==> src/rtl/pipelined_controller.sv <==
// RV32I main decoder plus the ID/EX, EX/MEM and MEM/WB control registers.
// Generates the load-use stall and the branch flush, and honours a whole-pipe freeze.
module pipelined_controller #(
  parameter int REG_ADDR_W   = 5,
  parameter bit U_TYPE_EN    = 1'b1,
  parameter bit LOAD_USE_DET = 1'b1
) (
  input  logic                  clk,
  input  logic                  reset,
  input  logic [6:0]            opcode,
  input  logic [REG_ADDR_W-1:0] rs1,
  input  logic [REG_ADDR_W-1:0] rs2,
  input  logic [REG_ADDR_W-1:0] rd,
  input  logic                  branch_taken_i,
  input  logic                  ext_stall_i,
  output logic                  hazard_stall_o,
  output logic                  flush_o,
  output logic                  ex_ALU_src,
  output logic                  ex_ALU_a_pc,
  output logic [1:0]            ex_ALU_op,
  output logic [1:0]            ex_ctrl_transfer,
  output logic                  ex_illegal,
  output logic                  mem_read,
  output logic                  mem_write,
  output logic                  wb_reg_write,
  output logic [1:0]            wb_data_src,
  output logic [REG_ADDR_W-1:0] wb_rd
);

  localparam logic [6:0] OPC_OP     = 7'b0110011;
  localparam logic [6:0] OPC_OP_IMM = 7'b0010011;
  localparam logic [6:0] OPC_LOAD   = 7'b0000011;
  localparam logic [6:0] OPC_STORE  = 7'b0100011;
  localparam logic [6:0] OPC_BRANCH = 7'b1100011;
  localparam logic [6:0] OPC_JAL    = 7'b1101111;
  localparam logic [6:0] OPC_JALR   = 7'b1100111;
  localparam logic [6:0] OPC_AUIPC  = 7'b0010111;
  localparam logic [6:0] OPC_LUI    = 7'b0110111;

  typedef struct packed {
    logic                  alu_src;
    logic                  alu_a_pc;
    logic [1:0]            alu_op;
    logic [1:0]            ct;
    logic                  illegal;
    logic                  mem_read;
    logic                  mem_write;
    logic                  reg_write;
    logic [1:0]            wb_src;
    logic [REG_ADDR_W-1:0] rd;
  } idex_t;

  typedef struct packed {
    logic                  mem_read;
    logic                  mem_write;
    logic                  reg_write;
    logic [1:0]            wb_src;
    logic [REG_ADDR_W-1:0] rd;
  } exmem_t;

  typedef struct packed {
    logic                  reg_write;
    logic [1:0]            wb_src;
    logic [REG_ADDR_W-1:0] rd;
  } memwb_t;

  idex_t  dec, idex_d, idex_q;
  exmem_t exmem_d, exmem_q;
  memwb_t memwb_d, memwb_q;
  logic   rs1_used, rs2_used, load_use;

  // ID-stage decode of the opcode into a control bundle plus source-register usage
  always_comb begin
    dec      = '0;
    dec.rd   = rd;
    rs1_used = 1'b0;
    rs2_used = 1'b0;
    case (opcode)
      OPC_OP:     begin dec.reg_write = 1'b1; dec.alu_op = 2'b01; rs1_used = 1'b1; rs2_used = 1'b1; end
      OPC_OP_IMM: begin dec.alu_src = 1'b1; dec.reg_write = 1'b1; dec.alu_op = 2'b11; rs1_used = 1'b1; end
      OPC_LOAD:   begin dec.alu_src = 1'b1; dec.mem_read = 1'b1; dec.reg_write = 1'b1; dec.wb_src = 2'b01;
                        rs1_used = 1'b1; end
      OPC_STORE:  begin dec.alu_src = 1'b1; dec.mem_write = 1'b1; rs1_used = 1'b1; rs2_used = 1'b1; end
      OPC_BRANCH: begin dec.alu_op = 2'b10; dec.ct = 2'b01; rs1_used = 1'b1; rs2_used = 1'b1; end
      OPC_JAL:    begin dec.reg_write = 1'b1; dec.wb_src = 2'b10; dec.ct = 2'b10; end
      OPC_JALR:   begin dec.alu_src = 1'b1; dec.reg_write = 1'b1; dec.wb_src = 2'b10; dec.ct = 2'b11;
                        rs1_used = 1'b1; end
      OPC_AUIPC:  if (U_TYPE_EN) begin dec.alu_src = 1'b1; dec.alu_a_pc = 1'b1; dec.reg_write = 1'b1; end
                  else dec.illegal = 1'b1;
      OPC_LUI:    if (U_TYPE_EN) begin dec.reg_write = 1'b1; dec.wb_src = 2'b11; end
                  else dec.illegal = 1'b1;
      default:    dec.illegal = 1'b1;
    endcase
    // x0 is never written
    if (rd == '0) dec.reg_write = 1'b0;
  end

  // Load in EX whose destination feeds a source the ID instruction actually reads
  assign load_use = idex_q.mem_read && (idex_q.rd != '0) &&
                    ((rs1_used && (rs1 == idex_q.rd)) || (rs2_used && (rs2 == idex_q.rd)));

  // Freeze outranks flush, flush outranks the load-use stall
  assign flush_o        = branch_taken_i & ~ext_stall_i & ~reset;
  assign hazard_stall_o = LOAD_USE_DET & load_use & ~branch_taken_i & ~ext_stall_i & ~reset;

  // Next-state for each stage; a bubble is the all-zero bundle
  always_comb begin
    idex_d  = (flush_o || hazard_stall_o) ? '0 : dec;
    exmem_d = '{mem_read: idex_q.mem_read, mem_write: idex_q.mem_write, reg_write: idex_q.reg_write,
                wb_src: idex_q.wb_src, rd: idex_q.rd};
    memwb_d = '{reg_write: exmem_q.reg_write, wb_src: exmem_q.wb_src, rd: exmem_q.rd};
  end

  // Control pipeline registers: cleared by reset, all held during an external freeze
  always_ff @(posedge clk) begin
    if (reset) begin
      idex_q  <= '0;
      exmem_q <= '0;
      memwb_q <= '0;
    end else if (!ext_stall_i) begin
      idex_q  <= idex_d;
      exmem_q <= exmem_d;
      memwb_q <= memwb_d;
    end
  end

  assign ex_ALU_src       = idex_q.alu_src;
  assign ex_ALU_a_pc      = idex_q.alu_a_pc;
  assign ex_ALU_op        = idex_q.alu_op;
  assign ex_ctrl_transfer = idex_q.ct;
  assign ex_illegal       = idex_q.illegal;
  assign mem_read         = exmem_q.mem_read;
  assign mem_write        = exmem_q.mem_write;
  assign wb_reg_write     = memwb_q.reg_write;
  assign wb_data_src      = memwb_q.wb_src;
  assign wb_rd            = memwb_q.rd;

endmodule

==> config.mk <==
export PLATFORM = sky130hd
export DESIGN_NAME = pipelined_controller
export DESIGN_NICKNAME = d
export VERILOG_FILES = /design/src/rtl/pipelined_controller.sv
export SDC_FILE = /design/constraint.sdc
export NUM_CORES = 1
export LEC_CHECK = 0
export CAP_MARGIN = 25
export CORE_MARGIN = 10
export CORE_UTILIZATION = 53
export CTS_BUF_LIST = sky130_fd_sc_hd__clkbuf_2
export DETAILED_ROUTE_END_ITERATION = 8
export PLACE_DENSITY = 0.86
export SYNTH_ARGS = -nofsm -noshare
export SYNTH_HDL_FRONTEND = slang
export SYNTH_SLANG_ARGS = --single-unit
==> constraint.sdc <==
create_clock -name clk -period 2.5 [get_ports clk]
set_input_delay 0.5 -clock clk [delete_from_list [all_inputs] [get_ports clk]]
set_output_delay 0.5 -clock clk [all_outputs]
set_load 0.005 [all_outputs]
==> results.json <==
{
  "synth_top_area_cell": "dfxtp_1",
  "synth_common_cells": "dfxtp_1, nand2_1, nor2_1",
  "areaGrowthSynthToFinish_pct": 35.57,
  "routedWlPerCell_um": 14.85,
  "synthTopCellsByArea": "dfxtp_1, mux2i_1, nand2_1, nor2_1, o21ai_2",
  "end_kind": "output port",
  "postLayoutCoreUtil_pct": 76.69,
  "required_ns": 2.00,
  "r2r_slack_ns": 0.62,
  "rsz0062_at_grt": "no",
  "grt_use_total_pct": 15.12,
  "num_io_pins": 45,
  "period_minus_slack_ns": 2.426,
  "critPathMaxFanout": 2,
  "grt_max_degree": 20,
  "p_leak_nw": 0.8965,
  "synth_edf_count": 0,
  "initial_core_util_pct": 56.57,
  "ys_types": 32,
  "firstDrtPassIters": 4,
  "cts-root-buf": "clkbuf_2",
  "grt_pass1_vias": 1422,
  "instances_no_fill": 267,
  "grt-ovfl-total": 0,
  "finClkSkew_ns": 0.008575,
  "postSynthAreaPerCell_um2": 8.841,
  "synthesis.nets": 207,
  "pwr_density_cell_mw_per_mm2": 444.0,
  "hold_start": "ex_ctrl_transfer[1]$_SDFFE_PP0N_",
  "rows": 19,
  "numPortBuffers": 44,
  "cts_tree": "done",
  "p_sw_w": 0.0002586,
  "htree_levels": 2,
  "intPower_w": 0.0007048,
  "netlist_area_mm2": 0.001600,
  "drc_errors": 0,
  "placed_cells": 258,
  "core_area_mm2": 0.002829,
  "worst_hold_path.num_cells": 2,
  "synth-seq-cells": 35,
  "fmax_mhz": 412.3,
  "whs_endpoint": "ex_ctrl_transfer[1]$_SDFFE_PP0N_",
  "p_comb_share_pct": 14.3,
  "setup_viol": 0,
  "drtAntennaViolNets": 0,
  "synth_most_common_cell": "dfxtp_1",
  "vias": 1436,
  "fillCellCount": 187,
  "cp-start-kind": "input port",
  "yosysWarnings": 0,
  "hold_path_class": "flip-flop to flip-flop",
  "reg2reg_depth": 6,
  "fin_hold_ws_ns": 0.4657,
  "die_w_um": 74.95,
  "die_h_um": 74.95,
  "clk_latency_ns": 0.39,
  "yosysSeqAreaShare_pct": 43.78,
  "nets": 261,
  "yosysTopAreaCellShare_pct": 43.78,
  "swShare_pct": 26.84,
  "wl_um": 3966,
  "outcome": "finished clean",
  "p_clk_share_pct": 26.2,
  "syn_inst": 181,
  "ctsLongestPathBuffers": 2,
  "die_area_mm2": 0.005618,
  "max_slew_margin_pct": 80.24,
  "hold_violations": 0,
  "drt_iter0_drc": 107,
  "drv_slew": 0,
  "synthArstFlopShare_pct": 0,
  "path_class": "input port to output port",
  "tightest_slew_ns": 0.2965,
  "final_design_area_no_fill_mm2": 0.002170,
  "worst_ir_drop_vdd_mv": 0.2924,
  "vias_per_cell": 5.378,
  "drv_cap": 0,
  "num_antenna_cells": 0,
  "seq_power_share_pct": 59.5,
  "finalCritPeriodShare_pct": 97.02,
  "antenna_found_initial": 0,
  "synth-main-ff-cell": "dfxtp_1",
  "clk_pin_slew_ns": 0.17,
  "place_area_mm2": 0.002127,
  "cts_sinks": 35,
  "drive_above_1_share_pct": 15.25,
  "grt_first_pass_wirelength_um": 6582,
  "reg2reg_from": "exmem_d[4]$_SDFFE_PP0N_",
  "cts_buffers": 5,
  "r2r_end": "ex_ALU_op[1]$_SDFFE_PP0N_",
  "gp_congestion": 0.9295,
  "post-dp-hpwl_um": 3144,
  "arrival_ns": 1.93
}
-- layer usage --
| metal | up-vias | track usage, % | wire [µm] |
|---|---|---|---|
| li1 | 724 | - | - |
| met2 | 48 | 25.71 | 1959 |
| met5 | - | 0 | 0 |
| met3 | 9 | 7.490 | 286 |
| met1 | 655 | 15.83 | 1658 |
| met4 | 0 | 5.462 | 61 |
-- through the flow --
stage / setup WS, ns / power [W] / TNS [ns]
5_1_grt: 0.009804 / 0.001001 / 0
4_1_cts: 0.07476 / 0.0009638 / 0
3_5_place_dp: -0.3715 / 0.0007218 / -0.3715
6_report: 0.07446 / 0.0009634 / 0
2_1_floorplan: 0.4818 / 0.0006451 / 0
3_3_place_gp: -0.3475 / 0.0007157 / -0.3475
-- state kept, by name (all words and copies together) (netlist names) --
signal,flops
ex_ALU_a_pc,1
wb_reg_write,1
ex_ALU_op,2
mem_write,1
wb_rd,5
ex_illegal,1
wb_data_src,2
exmem_d,10
ex_ALU_src,1
mem_read,1
ex_ctrl_transfer,2
exmem_q,8
-- timing repair --
action	4_1_cts	5_1_grt
gates resized for setup	6	0
hold endpoints to repair	0	0
setup endpoints to repair	1	0
setup buffers	1	0
hold buffers	0	0
-- logic make-up (layout without fill, tap and decap cells) --
logic type	Yosys count	after routing	synth area share [%]
simple gates	77	77	23.07
xor+xnor	10	10	5.473
buf+inv	12	67	3.597
mux	18	18	11.26
flops	35	35	43.78
compound gates	29	29	12.82
-- power by group through the flow --
stage          combinational, W  sequential [W]  clock (W)
3_3_place_gp           0.000131        0.000584          0
6_report               0.000137        0.000573   0.000252
3_5_place_dp           0.000137        0.000585          0
4_1_cts                0.000137        0.000573   0.000254
2_1_floorplan         0.0000620        0.000583          0
5_1_grt                0.000149        0.000575   0.000278
-- final cells by class --
class	count	area [µm²]	area share (%)
Clock buffer	5	25.02	1.153
Clock inverter	3	15.01	0.6920
Multi-Input combinational cell	134	843.3	38.87
Sequential cell	35	700.7	32.30
Tap cell	31	38.79	1.788
Timing Repair Buffer	59	546.8	25.20
-- layout by cell type (no fill, tap or decap) --
master	synthesis	layout
nand2_1	27	27
dlygate4sd2_1	0	1
nand2b_1	5	5
or4_1	2	2
clkbuf_2	0	5
o211ai_1	1	1
nor4_2	1	1
a22oi_1	1	1
o31ai_1	2	2
and2_1	1	1
a21oi_1	1	1
clkinv_1	0	2
o21ai_2	10	10
nor3b_1	1	1
xor2_1	9	9
xnor2_1	1	1
nand3_1	2	2
nor3_1	3	3
nor2_1	26	26
dfxtp_1	35	35
nor2b_1	1	1
nand4_1	2	2
mux2i_1	18	18
and3_1	2	2
nor3_4	1	1
a32o_1	1	1
and2_4	0	1
buf_2	4	1
clkdlybuf4s50_1	0	42
o21ai_0	11	11
and3b_1	1	1
clkinvlp_4	0	1
buf_4	0	15
a21oi_2	1	1
o2111ai_1	1	1
nand4b_1	1	1
-- critical path: stages --
cell and delay, ns:
clkdlybuf4s50_1 0.41, xor2_1 0.16, nor4_2 0.26, o2111ai_1 0.17, a21oi_2 0.17, and2_4 0.15, buf_2 0.11
-- worst max-delay path by stage --
| stage | cells past startpoint | slack [ns] | startpoint | end |
|---|---|---|---|---|
| 4_1_cts | 7 | 0.07 | rs1[0] | hazard_stall_o |
| 3_3_place_gp | 7 | -0.35 | rs1[1] | hazard_stall_o |
| 5_1_grt | 7 | 0.01 | rs1[3] | hazard_stall_o |
| 2_1_floorplan | 6 | 0.48 | opcode[5] | hazard_stall_o |
| 3_5_place_dp | 7 | -0.37 | rs1[1] | hazard_stall_o |
| 6_report | 7 | 0.07 | rs1[0] | hazard_stall_o |
Power figures use the tool's default switching activity.
